File: config.mk
export PLATFORM = sky130hd
export DESIGN_NAME = branch_hazard_ctrl
export DESIGN_NICKNAME = d
export VERILOG_FILES = /design/src/rtl/branch_hazard_ctrl.sv
export SDC_FILE = /design/constraint.sdc
export NUM_CORES = 1
export LEC_CHECK = 0
export BUFFER_PORTS_ARGS = -buffer_cell sky130_fd_sc_hd__buf_4
export CAP_MARGIN = 20
export CORE_UTILIZATION = 47
export CTS_BUF_LIST = sky130_fd_sc_hd__clkbuf_4 sky130_fd_sc_hd__clkbuf_8
export DETAILED_ROUTE_END_ITERATION = 8
export HOLD_SLACK_MARGIN = 0.03
export PLACE_DENSITY = 0.86
export SYNTH_ARGS = -nofsm -noshare
export SYNTH_HDL_FRONTEND = slang
export SYNTH_SLANG_ARGS = --single-unit
File: constraint.sdc
create_clock -name clk -period 1.7 [get_ports clk]
set_input_delay 0.255 -clock clk [delete_from_list [all_inputs] [get_ports clk]]
set_output_delay 0.255 -clock clk [all_outputs]
set_load 0.01 [all_outputs]
File: src/rtl/branch_hazard_ctrl.sv
// Stall/flush sequencer for a 5-stage pipeline with branches resolved in ID.
// Outputs are combinational from state and inputs; there is no handshake, and the pipeline obeys the enables every cycle.
module branch_hazard_ctrl #(
    parameter int CNT_W = 16
) (
    input  logic             clk,
    input  logic             rst,
    input  logic [4:0]       id_rs,
    input  logic [4:0]       id_rt,
    input  logic             id_use_rs,
    input  logic             id_use_rt,
    input  logic             id_branch,
    input  logic             id_jump,
    input  logic             branch_taken,
    input  logic [4:0]       ex_rw,
    input  logic             ex_regWr,
    input  logic             ex_memtoreg,
    input  logic [4:0]       mem_rw,
    input  logic             mem_memtoreg,
    output logic             pc_write,
    output logic             ifid_write,
    output logic             idex_bubble,
    output logic             ifid_flush,
    output logic             busy,
    output logic [CNT_W-1:0] stall_count,
    output logic [CNT_W-1:0] flush_count
);

    typedef enum logic {RUN, STALL} state_t;

    state_t     state;
    logic [1:0] rem;
    logic       rs_ex, rt_ex, rs_mem, rt_mem, dep_ex, dep_mem;
    logic [1:0] n_req;

    // $0 is hard-wired, so a write to it never produces a dependency.
    assign rs_ex   = id_use_rs && (ex_rw  != 5'd0) && (ex_rw  == id_rs);
    assign rt_ex   = id_use_rt && (ex_rw  != 5'd0) && (ex_rw  == id_rt);
    assign rs_mem  = id_use_rs && (mem_rw != 5'd0) && (mem_rw == id_rs);
    assign rt_mem  = id_use_rt && (mem_rw != 5'd0) && (mem_rw == id_rt);
    assign dep_ex  = rs_ex  || rt_ex;
    assign dep_mem = rs_mem || rt_mem;

    always_comb begin
        n_req = 2'd0;
        if (id_branch && ex_memtoreg && dep_ex)
            n_req = 2'd2;
        else if (id_branch && ex_regWr && dep_ex)
            n_req = 2'd1;
        else if (id_branch && mem_memtoreg && dep_mem)
            n_req = 2'd1;
        else if (!id_branch && ex_memtoreg && dep_ex)
            n_req = 2'd1;
    end

    always_comb begin
        pc_write    = 1'b1;
        ifid_write  = 1'b1;
        idex_bubble = 1'b0;
        ifid_flush  = 1'b0;
        busy        = 1'b0;
        if (!rst) begin
            if (state == STALL) begin
                pc_write    = 1'b0;
                ifid_write  = 1'b0;
                idex_bubble = 1'b1;
                busy        = 1'b1;
            end else if (n_req != 2'd0) begin
                // An unresolved operand suppresses any flush, even on a taken branch.
                pc_write    = 1'b0;
                ifid_write  = 1'b0;
                idex_bubble = 1'b1;
            end else begin
                ifid_flush  = (id_branch && branch_taken) || id_jump;
            end
        end
    end

    always_ff @(posedge clk or posedge rst) begin
        if (rst) begin
            state       <= RUN;
            rem         <= 2'd0;
            stall_count <= '0;
            flush_count <= '0;
        end else begin
            case (state)
                RUN: begin
                    if (n_req == 2'd2) begin
                        state <= STALL;
                        rem   <= 2'd1;
                    end
                end
                STALL: begin
                    // rem counts the STALL cycles left including the current one.
                    if (rem <= 2'd1)
                        state <= RUN;
                    if (rem != 2'd0)
                        rem <= rem - 2'd1;
                end
                default: state <= RUN;
            endcase

            if (!pc_write && (stall_count != {CNT_W{1'b1}}))
                stall_count <= stall_count + CNT_W'(1);
            if (ifid_flush && (flush_count != {CNT_W{1'b1}}))
                flush_count <= flush_count + CNT_W'(1);
        end
    end

endmodule
==> impl_results.md <==
- Setup Viol. Count Final: 35
- Hold Buf Count CTS: 0
- Clk buf depth: 2
- Total track usage: 0.277
- Worst setup SP type: input pin
- Syn Area/Cell: 9.97 µm²
- Compound-Gate Fraction of Synth Area: 0.0572
- Combinational family with the most area after synthesis: simple AND/OR/NAND/NOR gates
- Post-Synth Adder-Cell Area: 0.0246
- Fraction of registers with async set/reset: 1.00
- Required @ worst endpoint: roughly 1.9 ns
- Share of cells above drive strength 1: 0.522
- Layout Nets: 357
- Combinational Power Share: 0.402
- Initial DRC count: 131
- Status: complete, but fails checks
- RSZ-0062 raised after global routing: true
- Die ar.: 0.00459 mm²
- Global-route wire length before repair: a little over 9000 µm
- Non-Filler Instances: 374
- IO buf count: 66
- Min Clock Period, post-route: 1.89 ns
- XOR/XNOR Fraction of Synth Area: 0.220
- CTS sink cnt: 35
- Tot Pwr: 0.00303 W
- Mux share of post-synthesis cell area: 0.0111
- Clock power share: 0.231
- Worst hold margin: 0.199 ns
- Max-cap violations: 0
- CTS tree: yes
- R2r setup slk: -0.11 ns
- Internal power: a little under 0.002 W
- Die X: 67.8 µm
- Hpwl dp: 4370 µm
- P_leak: 1.74 nW
- Gp weighted congestion: 0.894
- Slew Limit Fails: 0
- Row count: 23
- CP Capture Type: register
- VDD IR-drop max: 0.807 mV
- Crit Path Category: in -> reg
- Vias in the first global route: 2026
- Skew final: 0.0154 ns
- Clock root cell: clkbuf_8
- Antenna cell count: 0
- Die height: 67.8 µm
- Mapped cell area: roughly 0.0020 mm²
- Final wirelength: 7230 µm
- Initial Util: 0.498
- Synthesized instance count: ~200
- DP Worst Slack: -0.401 ns
- Final ANT Viol Nets: 0
- Part of the cycle the worst path needs: 1.11
- Worst slew pin tran: ~0.45 ns
- Pin count of the biggest net entering global routing: 36
- CP arrival: 2.11 ns
- Post-synth EDFFs: 0
- Slew HR: 0.700
- Post-Place Cells: 355
- Flop pwr share: 0.367
- Post-Synth Simple-Gate Area: 0.225
- Initial antenna violation count: 0
- Drt via density: 5.71
- Hold violation total from the final report: 0
- Synth-to-layout area growth: 69.0%
- Gr ovfl total: 0
- Most used DFF post-synth: dfrtp_1
- Sw Ratio: 0.346
- Violated checks: negative setup slack
- Clock latency at the later pin of the worst-skew pair: ~0.30 ns
- Pre-Repair DR Iteration Count: 4
- Flip-flop and latch count after synthesis: 35
- F_max: 530 MHz
- Pwr per Cell Area: approximately 880 mW/mm²
- Core Area: 0.00409 mm²
- DR vias: 2136
- Drt drc: 0
- Htree depth: 2
- CTS clk-pin slew, worst paths: 0.08 ns
- Crit-path max FO: 7
- Setup ws final: -0.186 ns
- Switching power: 0.00105 W
- Netlist cell types: 35
- CTS buffer count: 5
- Class of the worst hold path: in -> async
- Seq/Total Area, Yosys: 0.431
- Yosys Warn Count: 0
- Synthesized net count: 238
- Avg WL per Cell: 19.3 µm
- I/O pin cnt: 67
-- timing repair --
| item | in CTS | in global routing |
|---|---|---|
| endpoints found under the setup margin | 13 | 36 |
| setup buffers | 5 | 6 |
| gates resized for setup | 15 | 28 |
| pin swaps | 7 | 16 |
-- Yosys cell counts (all sizes together), types with 2 or more instances --
cell | count | area [µm²]
dfrtp | 35 | 876
xnor2 | 28 | 245
xor2 | 23 | 201
nand2 | 17 | 63.8
nand3 | 15 | 75.1
nor3 | 15 | 75.1
nor2 | 14 | 52.6
inv | 11 | 41.3
nor4 | 8 | 56.3
nand4 | 7 | 43.8
o21ai | 5 | 36.3
ha | 4 | 50.1
a21o | 2 | 16.3
a21oi | 2 | 21.3
buf | 2 | 18.8
mux2 | 2 | 22.5
o22ai | 2 | 12.5
-- final timing paths --
kind,from,endpoint,depth (start not counted)
max,mem_rw[2],flush_count[3],9
min,rst,stall_count[11],3
max reg2reg,stall_count[0],stall_count[14],8
min reg2reg,flush_count[12],flush_count[12],1
max in group asynchronous,rst,stall_count[3],3
min in group clk,ex_memtoreg,rem[0],5
-- flip-flops by register name, indices dropped and copies added (netlist names) --
signal	count
stall_count	16
rem	2
flush_count	16
state	1
-- logic make-up after synthesis --
logic type	count (synthesis)
fa+ha+maj	4
buf+inv	14
compound gates	13
mux	2
simple gates	85
xor+xnor	51
flops	35
-- routing by layer --
metal,GRT usage,routed length (µm)
met1,0.305,2650
met2,0.496,3870
met3,0.0878,389
met4,0.0911,327
met5,0,0
-- power groups by stage --
stage / Clock (W) / Combinational (W) / Sequential (W)
after detailed placement: 0 / 0.00106 / 0.00111
after CTS: 0.000698 / 0.00111 / 0.00110
after floorplan: 0 / 0.000431 / 0.00118
after global routing: 0.000734 / 0.00130 / 0.00113
final: 0.000699 / 0.00122 / 0.00111
after global placement: 0 / 0.00101 / 0.00110
-- cell usage in the layout, fill, tap and decap left out, types with 3 or more instances in the layout --
cell,n
dfrtp_1,35
nand3_1,12
nor2_1,10
nor2_4,3
inv_1,9
xor2_1,23
buf_12,4
xnor2_2,4
nor3_2,4
xnor2_1,24
buf_6,6
nand4_1,7
nor3_1,5
nor4_4,5
ha_1,4
buf_4,105
o21ai_4,3
nand2_1,17
nor3_4,6
clkbuf_8,7
-- worst max-delay path: stages --
cell and delay [ns]:
buf_6 0.09, or3_4 0.38, o311a_4 0.34, a21oi_4 0.17
nand3b_4 0.11, buf_12 0.14, buf_12 0.14, nor4b_4 0.29
xor2_1 0.18
-- cell type report --
| cell class | count | area (µm²) |
|---|---|---|
| Multi-Input combinational cell | 155 | 1420 |
| Timing Repair Buffer | 115 | 936 |
| Sequential cell | 35 | 876 |
| Fill cell | 222 | 649 |
| Clock buffer | 8 | 104 |
| Tap cell | 50 | 62.6 |
| Inverter | 11 | 43.8 |
-- stage by stage --
step	TNS, ns	utilization	area [µm²]
after floorplan	-2.35	-	2170
after global placement	-8.44	0.738	3020
after detailed placement	-10.26	0.738	3020
after CTS	-3.56	0.787	3210
after global routing	-4.91	0.841	3440
final	-3.66	0.841	3440
Power figures use the tool's default switching activity.
